**src/rtl/nav_pkg.sv**
```systemverilog
// nav_pkg -- shared encodings for the auto navigator.
// Drive-FSM state codes, navigator state encoding and one-hot command codes.
package nav_pkg;

    // Drive FSM state codes seen on the 'state' input
    localparam logic [1:0] DRV_WAITING  = 2'b00;
    localparam logic [1:0] DRV_FORWARD  = 2'b01;
    localparam logic [1:0] DRV_TURNING  = 2'b10;
    localparam logic [1:0] DRV_COOLDOWN = 2'b11;

    // global_state code meaning the car is in autonomous mode
    localparam logic [1:0] GS_AUTO = 2'b10;

    // Navigator states
    typedef enum logic [1:0] {
        NAV_IDLE    = 2'b00,
        NAV_SETTLE  = 2'b01,
        NAV_ISSUE   = 2'b10,
        NAV_RELEASE = 2'b11
    } nav_state_t;

    // One-hot command word: bit0 left, bit1 right, bit2 straight, bit3 back
    typedef logic [3:0] cmd_t;

    localparam int CMD_BIT_LEFT     = 0;
    localparam int CMD_BIT_RIGHT    = 1;
    localparam int CMD_BIT_STRAIGHT = 2;
    localparam int CMD_BIT_BACK     = 3;

    localparam cmd_t CMD_NONE     = 4'b0000;
    localparam cmd_t CMD_LEFT     = 4'b0001;
    localparam cmd_t CMD_RIGHT    = 4'b0010;
    localparam cmd_t CMD_STRAIGHT = 4'b0100;
    localparam cmd_t CMD_BACK     = 4'b1000;

    // True when the drive FSM is parked and willing to accept a new command
    function automatic logic drv_is_waiting(input logic [1:0] drv);
        return drv == DRV_WAITING;
    endfunction

endpackage

```
**src/rtl/nav_policy.sv**
```systemverilog
// nav_policy -- combinational detector-to-command priority encoder.
// detector[0]=1 front blocked, detector[1]=0 left open, detector[2]=0 right open.
// Define NAV_LEFT_HAND_EN to follow the left-hand wall instead of the right.
import nav_pkg::*;

module nav_policy (
    input  logic [2:0] detector,
    output cmd_t       cmd
);

    logic front_clear;
    logic left_open;
    logic right_open;

    assign front_clear = ~detector[0];
    assign left_open   = ~detector[1];
    assign right_open  = ~detector[2];

    // Wall-following priority; back only when every direction is blocked
    always_comb begin
        cmd = CMD_BACK;
`ifdef NAV_LEFT_HAND_EN
        if (left_open)
            cmd = CMD_LEFT;
        else if (front_clear)
            cmd = CMD_STRAIGHT;
        else if (right_open)
            cmd = CMD_RIGHT;
`else
        if (right_open)
            cmd = CMD_RIGHT;
        else if (front_clear)
            cmd = CMD_STRAIGHT;
        else if (left_open)
            cmd = CMD_LEFT;
`endif
    end

endmodule

```
**src/rtl/auto_navigator.sv**
```systemverilog
// auto_navigator -- debounced obstacle-driven command generator for the drive FSM.
// Waits for the drive FSM to sit in WAITING, requires the detector to hold still
// for SETTLE_TICKS ticks, then holds one command until the drive FSM reacts or
// HOLD_TIMEOUT ticks pass. Policy selection: NAV_LEFT_HAND_EN (see nav_policy).
import nav_pkg::*;

module auto_navigator #(
    parameter int SETTLE_TICKS = 5,
    parameter int HOLD_TIMEOUT = 25
) (
    input  logic       clk_20ms,
    input  logic       rst,
    input  logic       power,
    input  logic [1:0] global_state,
    input  logic [1:0] state,
    input  logic [3:0] detector,
    output logic       left,
    output logic       right,
    output logic       straight,
    output logic       back,
    output logic       nav_busy,
    output logic       timeout_pulse,
    output logic [7:0] decision_cnt
);

    localparam int SC_W = $clog2(SETTLE_TICKS + 1);
    localparam int HC_W = $clog2(HOLD_TIMEOUT + 1);

    localparam logic [SC_W-1:0] SETTLE_LAST = SC_W'(SETTLE_TICKS - 1);
    localparam logic [HC_W-1:0] HOLD_LAST   = HC_W'(HOLD_TIMEOUT - 1);

    nav_state_t      nav_st;
    cmd_t            cmd;
    cmd_t            policy_cmd;
    logic [2:0]      sample;
    logic [SC_W-1:0] settle_cnt;
    logic [HC_W-1:0] hold_cnt;

    logic active;
    logic waiting;
    logic det_changed;
    logic det_unused;

    // Bit 3 of the detector carries no sensor
    assign det_unused  = detector[3];

    assign active      = power && (global_state == GS_AUTO);
    assign waiting     = drv_is_waiting(state);
    assign det_changed = (detector[2:0] != sample);

    nav_policy u_policy (
        .detector (detector[2:0]),
        .cmd      (policy_cmd)
    );

    assign left     = cmd[CMD_BIT_LEFT];
    assign right    = cmd[CMD_BIT_RIGHT];
    assign straight = cmd[CMD_BIT_STRAIGHT];
    assign back     = cmd[CMD_BIT_BACK];

    // Busy while a decision is being debounced or a command is being held
    assign nav_busy = (nav_st == NAV_SETTLE) || (nav_st == NAV_ISSUE);

    // Navigator FSM: leaving auto mode or power beats every other transition
    always_ff @(posedge clk_20ms) begin
        if (rst) begin
            nav_st        <= NAV_IDLE;
            cmd           <= CMD_NONE;
            timeout_pulse <= 1'b0;
            decision_cnt  <= 8'd0;
            settle_cnt    <= '0;
            hold_cnt      <= '0;
            sample        <= 3'b000;
        end else begin
            timeout_pulse <= 1'b0;
            if (!active) begin
                nav_st     <= NAV_IDLE;
                cmd        <= CMD_NONE;
                settle_cnt <= '0;
                hold_cnt   <= '0;
            end else begin
                case (nav_st)
                    NAV_IDLE: begin
                        cmd <= CMD_NONE;
                        if (waiting) begin
                            nav_st     <= NAV_SETTLE;
                            settle_cnt <= '0;
                            sample     <= detector[2:0];
                        end
                    end

                    NAV_SETTLE: begin
                        if (!waiting) begin
                            nav_st     <= NAV_IDLE;
                            settle_cnt <= '0;
                        end else if (det_changed) begin
                            // Any movement restarts the debounce window
                            sample     <= detector[2:0];
                            settle_cnt <= '0;
                        end else if (settle_cnt == SETTLE_LAST) begin
                            nav_st       <= NAV_ISSUE;
                            cmd          <= policy_cmd;
                            hold_cnt     <= '0;
                            settle_cnt   <= '0;
                            decision_cnt <= decision_cnt + 8'd1;
                        end else begin
                            settle_cnt <= settle_cnt + SC_W'(1);
                        end
                    end

                    NAV_ISSUE: begin
                        // Drive FSM reacting wins over a coincident timeout
                        if (!waiting) begin
                            nav_st   <= NAV_RELEASE;
                            cmd      <= CMD_NONE;
                            hold_cnt <= '0;
                        end else if (hold_cnt == HOLD_LAST) begin
                            nav_st        <= NAV_SETTLE;
                            cmd           <= CMD_NONE;
                            timeout_pulse <= 1'b1;
                            hold_cnt      <= '0;
                            settle_cnt    <= '0;
                            sample        <= detector[2:0];
                        end else begin
                            hold_cnt <= hold_cnt + HC_W'(1);
                        end
                    end

                    NAV_RELEASE: begin
                        // Wait for the drive FSM to be moving forward again
                        cmd <= CMD_NONE;
                        if (state == DRV_FORWARD)
                            nav_st <= NAV_IDLE;
                    end

                    default: begin
                        nav_st <= NAV_IDLE;
                        cmd    <= CMD_NONE;
                    end
                endcase
            end
        end
    end

endmodule

```
**config.mk**
```make
export PLATFORM = sky130hd
export DESIGN_NAME = auto_navigator
export DESIGN_NICKNAME = d
export VERILOG_FILES = /design/src/rtl/nav_pkg.sv /design/src/rtl/nav_policy.sv /design/src/rtl/auto_navigator.sv
export SDC_FILE = /design/constraint.sdc
export NUM_CORES = 1
export LEC_CHECK = 0
export BUFFER_PORTS_ARGS = -buffer_cell sky130_fd_sc_hd__buf_4
export CORE_ASPECT_RATIO = 0.8
export CORE_MARGIN = 2
export CORE_UTILIZATION = 35
export CTS_CLUSTER_SIZE = 12
export DETAILED_ROUTE_END_ITERATION = 12
export PLACE_DENSITY = 0.55
export SETUP_SLACK_MARGIN = 0.2
export SLEW_MARGIN = 20
export SYNTH_ARGS = -nofsm -noshare
export SYNTH_HDL_FRONTEND = slang
export SYNTH_SLANG_ARGS = --single-unit
```
**constraint.sdc**
```tcl
create_clock -name clk_20ms -period 2 [get_ports clk_20ms]
set_clock_uncertainty 0.1 [all_clocks]
set_input_delay 0.4 -clock clk_20ms [delete_from_list [all_inputs] [get_ports clk_20ms]]
set_output_delay 0.4 -clock clk_20ms [all_outputs]
set_load 0.02 [all_outputs]
```
==> impl_metrics.yaml, run 1 <==
run_status:
  status: "completed"
pwr:
  leakage_uw: 0.0008218
  ir_drop_uv: 408.8
  powerDensity_mw_per_mm2: 501.0
  power.total_uw: 1021
clock_network:
  cts.sink_count: 26
  clk_latency_ns: 0.27
  numCtsBuffers: 3
  hold_buffers: 0
  tritoncts: "built"
  cts_root_buf: "clkbuf_8"
  clk_pin_slew_worst_paths_ns: 0.09
  cts_htree_levels: 1
  clk_path_buf_depth: 2
timing:
  maxSlewViolCount: 0
  fmax_ghz: 0.5416
  rsz0062_at_grt: "yes"
  tns_ns: 0
  finalHoldViolCount: 0
  slew_headroom_pct: 74.64
  setup_viol: 0
  worst_slew_pin_slew_ns: 0.3790
  min_period_over_period_pct: 92.32
  layout_min_cycle_time_ns: 1.846
layout:
  drive_gt1_share_pct: 36.23
  num-nets-final: 230
  area_growth_pct: 34.99
  n_fill_cell: 409
  fin_cells: 264
  regArea_um2: 533.0
  multiInputGateArea_mm2: 0.001025
  finalInstanceArea_mm2: 0.002037
  antenna_cells: 0
floorplanning:
  coreArea_mm2: 0.004151
  ios: 25
  initial_utilization_pct: 36.35
  die_area_mm2: 0.004856
  row_count: 21
  die_h_um: 62.73
  dieWidth_um: 77.41
yosys:
  synth_ff_type: "dfxtp_1"
  syn_inst: 169
  syn_nets: 191
  ys_types: 43
  ys_warn_count: 0
  synth.area.top_cells: "dfxtp_1 34%, ha_1 9.1%, nor2_1 4.2%"
  yosysMostFrequentCell: "dfxtp_1"
  ys_seq_elements: 26
  synth_top_area_cell: "dfxtp_1"
  async_flop_share_pct: 0
  synth_edf_count: 0
  synthTopCellsByCount: "26 x dfxtp_1, 17 x nor2_1, 16 x nand2_1"
  avgSynthCellArea_um2: 8.929
  ys_seq_area_share_pct: 34.49
  synth_area_mm2: 0.001509
  synth_top_area_share_pct: 34.49
worst_setup_path:
  endpoint_kind: "flip-flop"
  crit_fanout: 4
  required_ns: 2.10
  cp-start-kind: "flip-flop"
  worstPathArrival_ns: 1.95
  crit_type: "reg -> reg"
place:
  placed_area_mm2: 0.001782
  dpl.hpwl_um: 2601
  globalplace.congestion: 0.7759
  numPortBuffers: 23
  placedCellCount: 251
route:
  ant_nets: 0
  detail_route.first_pass.iterations: 4
  drc: 0
  drt-total-wl_um: 3427
  wl_per_cell_um: 12.98
  vias: 1296
  vias_per_cell: 4.909
  first_iter_violations: 42
global_route:
  grt_pass1_vias: 1233
  grt-ovfl-total: 0
  grt_max_degree: 16
  grt_use_total_pct: 14.47
  antenna_found_initial: 0
  grt_first_pass_wirelength_um: 5733
min_path:
  hold_class: "in -> reg"
job:
  maxCapViolCount: 0
## repair_timing
| item | 4_1_cts | 5_1_grt |
|---|---|---|
| pin swaps | 2 | 9 |
| endpoints found under the setup margin | 15 | 22 |
| gates resized for setup | 6 | 24 |
| setup buffers | 2 | 7 |
## layout make-up
class	instances	share of cell area, %
Timing Repair Buffer	38	14.56
Tap cell	57	3.501
Inverter	10	1.966
Multi-Input combinational cell	129	50.31
Clock buffer	3	2.027
Clock inverter	1	1.474
Sequential cell	26	26.17
## flip-flops by register name, indices dropped and copies added, names as in the netlist
register,flops
timeout_pulse,1
decision_cnt,8
sample,3
cmd,4
settle_cnt,3
nav_st,2
hold_cnt,5
## logic make-up after synthesis
family / synth area share, %
buffers and inverters: 3.565
AO/OA/AOI/OAI: 14.93
adder cells (fa/ha/maj): 9.121
multiplexers: 2.654
XOR/XNOR: 7.297
flip-flops: 34.49
AND/OR/NAND/NOR: 27.94
## worst paths after layout
check / slack (ns) / from / cells after the start / endpoint
setup / recovery: 0.15 / settle_cnt[0]$_SDFFE_PP0P_ / 7 / nav_st[1]$_SDFFE_PP0P_
hold / removal: 0.32 / detector[2] / 3 / sample[2]$_SDFFE_PP0P_
setup reg to reg: 0.15 / settle_cnt[0]$_SDFFE_PP0P_ / 7 / nav_st[1]$_SDFFE_PP0P_
hold reg to reg: 0.38 / hold_cnt[0]$_SDFFE_PP0P_ / 1 / hold_cnt[0]$_SDFFE_PP0P_
## metrics by stage
stage          utilization, %  worst slack [ns]  hold WS, ns
2_1_floorplan               -            0.2074       0.3570
3_3_place_gp            42.92            0.1256       0.3613
3_5_place_dp            42.92            0.1089       0.3745
4_1_cts                 45.27            0.1817       0.3090
5_1_grt                 49.07           0.07143       0.3158
6_report                49.07            0.1535       0.3156
## critical path, stage by stage, from the launching register on
cell      delay [ns]
dfxtp_4         0.37
inv_1           0.05
ha_2            0.18
and2_4          0.16
and4_4          0.25
o221ai_4        0.14
or3_4           0.40
a21oi_2         0.14
## power breakdown
group / internal, uW / switching [uW]
sequential: 514 / 1.24
clock: 268 / 164
combinational: 36.1 / 37.7
total: 818 / 203
## layout by cell type, fill, tap and decap left out, types with 2 or more instances in the layout
master	Yosys	routed
and3_1	3	3
buf_4	0	35
nor3_2	1	2
a32o_1	2	2
clkbuf_8	0	3
o21ai_1	5	5
nand4_1	7	7
nand2_1	16	16
a21oi_1	7	5
mux2i_1	4	4
and2_1	3	2
nor3_1	3	2
nor2_1	17	17
or3_4	0	2
dfxtp_4	0	3
o31ai_1	4	3
nand3_2	0	2
xor2_1	7	7
a21oi_2	1	3
dfxtp_1	26	22
nand2b_1	3	3
inv_1	10	8
nor2b_1	2	2
xnor2_2	3	3
buf_6	0	3
ha_1	11	8
nand3_1	9	7
ha_4	0	2
## routing by layer
layer | part of all wire, % | global-route usage (%) | vias up
met5 | 0 | 0 | -
met4 | 0.53 | 3.125 | 0
met3 | 2.9 | 3.324 | 2
met2 | 49 | 23.59 | 15
met1 | 48 | 19.59 | 610
li1 | - | - | 669
Power figures use the tool's default switching activity.
==> run 2, diff against run 1 <==
CORE_MARGIN = not set   (was 2)
PLACE_DENSITY = 0.62   (was 0.55)
==> run 2 against run 1 <==
  * Die area decreased by 5.7%
  * Largest power group unchanged
  * Clock power decreased by 32%
  * Register-to-register slack improved by 0.05 ns
  * Critical path depth unchanged
  * Maximum frequency increased by 2.8%
  * Worst hold slack improved by 0.0025 ns
  * Cell count decreased by 1.1%
  * Critical path type unchanged
==> impl_metrics.yaml, run 2 (synthesis results as in run 1) <==
run_status:
  status: "completed"
pwr:
  power.internal_uw: 688.7
  leakage_uw: 0.0008018
  ir_drop_uv: 497.1
  p_sw_uw: 197.2
  switching_share_pct: 22.26
  seqPwrFrac_pct: 58.3
  clock_power_share_pct: 33.1
  p_comb_share_pct: 8.5
  powerDensity_mw_per_mm2: 455.0
worst_setup_path:
  crit_type: "reg -> reg"
  required_ns: 2.10
  rrSetupSlack_ns: 0.20
  worstPathArrival_ns: 1.90
  crit_fanout: 5
  cp-start-kind: "flip-flop"
  endpoint_kind: "flip-flop"
global_route:
  grt-ovfl-total: 0
  grt_pass1_vias: 1151
  grt_use_total_pct: 15.50
  met1_usage_pct: 23.39
  use_met3_pct: 3.654
  grt_first_pass_wirelength_um: 5326
  grt_max_degree: 14
  met2_usage_pct: 22.70
  top_usage_layer: "met1"
  antenna_found_initial: 0
clock_network:
  hold_buffers: 0
  cts.sink_count: 26
  numCtsBuffers: 3
  clk_pin_slew_worst_paths_ns: 0.09
  cts_root_buf: "clkbuf_8"
  clk_latency_ns: 0.27
  tritoncts: "built"
  clk_path_buf_depth: 2
  cts_htree_levels: 1
place:
  placed_area_mm2: 0.001802
  dp_slack_ns: 0.1353
  dpl.hpwl_um: 2347
  globalplace.congestion: 0.7754
  numPortBuffers: 23
timing:
  worst_slack_ns: 0.2032
  min_period_over_period_pct: 89.84
  slew_headroom_pct: 80.82
  worst_slew_pin_slew_ns: 0.2858
  holdWs_ns: 0.3181
  setup_viol: 0
  rsz0062_at_grt: "yes"
  maxSlewViolCount: 0
  finalHoldViolCount: 0
  fmax_ghz: 0.5565
  layout_min_cycle_time_ns: 1.797
  tns_ns: 0
layout:
  multiInputGateArea_um2: 973.4
  largest_reg_flops: 8
  top_register: "decision_cnt"
  finalInstanceArea_mm2: 0.001947
  reg_top3: "decision_cnt: 8 flops, hold_cnt: 5 flops, cmd: 4 flops"
  n_fill_cell: 406
  fin_util_pct: 49.24
  drive_gt1_share_pct: 33.01
  area_growth_pct: 29.02
  regArea_um2: 530.5
  num-nets-final: 230
  antenna_cells: 0
  final_cell_mix: "36 x buf_4, 22 x dfxtp_1, 17 x nor2_1"
  final_common_cell: "buf_4"
route:
  drc: 0
  drt-total-wl_um: 3197
  vias: 1264
  first_iter_violations: 85
  ant_nets: 0
  vias_per_cell: 4.843
  wl_per_cell_um: 12.25
  detail_route.first_pass.iterations: 4
min_path:
  hold_class: "in -> reg"
floorplanning:
  row_count: 20
  dieWidth_um: 75.41
  initial_utilization_pct: 38.16
  coreArea_mm2: 0.003954
  ios: 25
  die_h_um: 60.73
  die_area_mm2: 0.004580
job:
  maxCapViolCount: 0
==> run 2: changes by cell type in the layout (fill, tap and decap cells not counted), moves of 2 or more <==
cell / before / now
nand3_1: 7 / 9
a21oi_2: 3 / 1
nand3_2: 2 / 0
a21oi_1: 5 / 7
==> run 2: final timing paths <==
kind,from,to,depth (start not counted)
hold reg to reg,settle_cnt[0]$_SDFFE_PP0P_,settle_cnt[0]$_SDFFE_PP0P_,1
setup / recovery,settle_cnt[1]$_SDFFE_PP0P_,nav_st[1]$_SDFFE_PP0P_,7
hold / removal,detector[1],sample[1]$_SDFFE_PP0P_,3
setup reg to reg,settle_cnt[1]$_SDFFE_PP0P_,nav_st[1]$_SDFFE_PP0P_,7
==> run 2: worst max-delay path: stages (launching register included) <==
cell	delay [ns]
dfxtp_1	0.33
inv_1	0.07
ha_2	0.19
and2_4	0.15
and4_4	0.24
o221ai_2	0.14
or3_1	0.36
a21oi_1	0.14
==> run 2: power by group through the flow <==
stage / Sequential [uW] / Clock [uW] / Combinational, uW
finish: 517 / 293 / 75.7
global route: 517 / 318 / 82.1
CTS: 518 / 306 / 71.7
detailed placement: 532 / 0 / 71.3
global placement: 532 / 0 / 71.0
floorplan: 531 / 0 / 36.0
==> run 2: routing by layer <==
| layer | routed length, um | part of all wire, % |
|---|---|---|
| met5 | 0 | 0 |
| met4 | 15 | 0.47 |
| met3 | 160 | 5.0 |
| met2 | 1307 | 41 |
| met1 | 1712 | 54 |
==> run 2: per-stage QoR <==
stage | instances | total power (uW)
2_1_floorplan | 169 | 567.3
6_report | 261 | 885.9
4_1_cts | 258 | 895.4
3_3_place_gp | 252 | 602.5
5_1_grt | 261 | 917.5
3_5_place_dp | 252 | 602.8
==> run 2: cell type report <==
| type | count | area share (%) |
|---|---|---|
| Tap cell | 55 | 3.535 |
| Multi-Input combinational cell | 129 | 50.00 |
| Sequential cell | 26 | 27.25 |
| Inverter | 10 | 2.057 |
| Clock buffer | 3 | 2.121 |
| Timing Repair Buffer | 38 | 15.04 |
==> run 2: what timing repair did <==
| item | in CTS | in global routing |
|---|---|---|
| setup endpoints to repair | 13 | 21 |
| buffers inserted | 3 | 3 |
| pin swaps | 5 | 3 |
| resized for setup | 6 | 13 |
==> run 3, diff against run 2 <==
--- a/config.mk
+++ b/config.mk
@@ -7,9 +7,11 @@
 export LEC_CHECK = 0
 export BUFFER_PORTS_ARGS = -buffer_cell sky130_fd_sc_hd__buf_4
+export CELL_PAD_IN_SITES_DETAIL_PLACEMENT = 0
+export CELL_PAD_IN_SITES_GLOBAL_PLACEMENT = 2
 export CORE_ASPECT_RATIO = 0.8
-export CORE_UTILIZATION = 35
+export CORE_UTILIZATION = 33
 export CTS_CLUSTER_SIZE = 12
 export DETAILED_ROUTE_END_ITERATION = 12
-export PLACE_DENSITY = 0.62
+export PLACE_DENSITY = 0.85
 export SETUP_SLACK_MARGIN = 0.2
 export SLEW_MARGIN = 20
==> constraint.sdc (replaced) <==
create_clock -name clk_20ms -period 1.7 [get_ports clk_20ms]
set_clock_uncertainty 0.1 [all_clocks]
set_input_delay 0.17 -clock clk_20ms [delete_from_list [all_inputs] [get_ports clk_20ms]]
set_output_delay 0.17 -clock clk_20ms [all_outputs]
set_load 0.02 [all_outputs]
==> run 3 against run 2 <==
  * The flow now finishes with violations (setup timing)
  * Maximum frequency grew 0.72%
  * Sequential share of layout area shrank 3.3 points
  * Sequential power grew 18%
  * Register-to-register slack lost 0.29 ns
  * Worst setup slack lost 0.29 ns
  * Utilization grew 2.6 points
  * Routed wire length grew 22%
  * Power grew 27%
  * Global-route usage grew 1.1 points
  * Via count grew 8.9%
  * Sequential cell count is the same
  * Critical path type unchanged
  * Largest cell class unchanged
  * Largest power group unchanged
==> impl_metrics.yaml, run 3 (synthesis results as in run 1) <==
clock_network:
  cts.sink_count: 26
  cts_htree_levels: 1
  tritoncts: "built"
  clk_path_buf_depth: 2
  numCtsBuffers: 3
  cts_root_buf: "clkbuf_8"
  clk_pin_slew_worst_paths_ns: 0.10
  hold_buffers: 0
  clk_latency_ns: 0.28
timing:
  holdWs_ns: 0.05432
  slew_headroom_pct: 65.81
  rsz0062_at_grt: "yes"
  layout_min_cycle_time_ns: 1.784
  maxSlewViolCount: 0
  worst_slack_ns: -0.08399
  min_period_over_period_pct: 104.9
  finalHoldViolCount: 0
  worst_slew_pin_slew_ns: 0.5110
  setup_viol: 9
  fmax_ghz: 0.5605
worst_setup_path:
  crit_fanout: 4
  required_ns: 1.81
  r2r-start: "settle_cnt[0]$_SDFFE_PP0P_"
  critical_path.max_stage_delay_ns: 0.39
  regToRegEndpoint: "nav_st[1]$_SDFFE_PP0P_"
  endpoint_kind: "flip-flop"
  worstPathArrival_ns: 1.89
  cp-start-kind: "flip-flop"
  crit_chain: "inv_2 > ha_4 > and2_4 > and4_4 > o221ai_4 > or3_4 > a21oi_2"
  crit_type: "reg -> reg"
  cpMaxStageDelayCell: "or3_4"
  rrSetupSlack_ns: -0.08
  reg2reg_depth: 7
  critPathLaunch: "settle_cnt[0]$_SDFFE_PP0P_"
route:
  vias_per_cell: 4.971
  wl_met3_um: 120
  wl_per_cell_um: 14.03
  detail_route.first_pass.iterations: 4
  drt-met1-wl_um: 1936
  drc: 0
  drt-total-wl_um: 3887
  vias: 1377
  ant_nets: 0
  highest_layer: "met4"
  first_iter_violations: 69
  wl_met2_um: 1789
floorplanning:
  initial_utilization_pct: 35.23
  row_count: 21
  dieWidth_um: 77.60
  die_h_um: 62.48
  coreArea_mm2: 0.004283
  die_area_mm2: 0.004848
  ios: 25
pwr:
  ir_drop_uv: 248.6
  leakage_uw: 0.0009437
  powerDensity_mw_per_mm2: 506.7
place:
  numPortBuffers: 23
  dp_slack_ns: -0.09287
  globalplace.congestion: 0.8297
  dpl.hpwl_um: 2808
  placed_area_mm2: 0.001948
layout:
  num-nets-final: 243
  drive_gt1_share_pct: 45.00
  largest_reg_flops: 8
  regArea_um2: 531.8
  finalInstanceArea_mm2: 0.002218
  fin_util_pct: 51.80
  n_fill_cell: 411
  final_cell_mix: "45 x buf_4, 21 x dfxtp_1, 16 x nor2_1"
  final_common_cell: "buf_4"
  multiInputGateArea_mm2: 0.001107
  reg_top3: "decision_cnt: 8 flops, hold_cnt: 5 flops, cmd: 4 flops"
  area_growth_pct: 47.02
  antenna_cells: 0
  top_register: "decision_cnt"
global_route:
  grt_use_total_pct: 16.62
  grt_first_pass_wirelength_um: 6451
  grt-ovfl-total: 0
  antenna_found_initial: 0
  grt_max_degree: 15
  grt_pass1_vias: 1357
min_path:
  hold_class: "in -> reg"
  holdPathEnd: "decision_cnt[1]$_SDFFE_PP0P_"
  min_path_cells: 2
  min_from: "rst"
run_status:
  status: "finished, violations left"
  violations: "setup timing"
job:
  maxCapViolCount: 0
## run 3: through the flow
stage                      TNS, ns  instances  total power, uW
after global placement    -0.03489        264            708.7
after CTS                  -0.1500        274             1139
after floorplan                  0        169            669.7
after global routing        -1.578        277             1178
after detailed placement   -0.2686        264            710.7
final                      -0.3572        277             1124
## run 3: worst max path at each step
stage / to / slack (ns) / depth (start not counted)
after floorplan: sample[0]$_SDFFE_PP0P_ / 0.04 / 6
after global placement: decision_cnt[7]$_SDFFE_PP0P_ / -0.03 / 7
after detailed placement: decision_cnt[3]$_SDFFE_PP0P_ / -0.09 / 7
after CTS: decision_cnt[3]$_SDFFE_PP0P_ / -0.03 / 7
after global routing: settle_cnt[2]$_SDFFE_PP0P_ / -0.15 / 8
final: nav_st[1]$_SDFFE_PP0P_ / -0.08 / 7
## run 3: where the power goes
part           switching, uW  total [uW]  internal (uW)
Clock                    210         418            208
Sequential              1.64         608            607
Combinational           51.0        97.9           46.8
## run 3: final cells by class
| class | count | area share, % |
|---|---|---|
| Clock buffer | 4 | 2.482 |
| Inverter | 10 | 2.143 |
| Multi-Input combinational cell | 129 | 49.92 |
| Sequential cell | 26 | 23.97 |
| Tap cell | 57 | 3.215 |
| Timing Repair Buffer | 51 | 18.27 |
## run 3: worst max-delay path: cells and delay by family, from the launching register on
family,cells,cell delay [ns]
AOI/OAI and AO/OA,2,0.26
adders and majority gates,1,0.14
buffers and inverters,1,0.07
DFF,1,0.34
and+or+nand+nor,3,0.80
## run 3: layer usage
layer | global-route usage (%) | vias up
li1 | - | 703
met4 | 3.302 | 0
met1 | 22.82 | 649
met3 | 3.796 | 6
met5 | 0 | -
met2 | 26.55 | 19
## run 3: what timing repair did
| action | 4_1_cts | 5_1_grt |
|---|---|---|
| pin swaps | 15 | 13 |
| setup buffers | 6 | 3 |
| gates resized for setup | 26 | 10 |
| endpoints found under the setup margin | 25 | 25 |
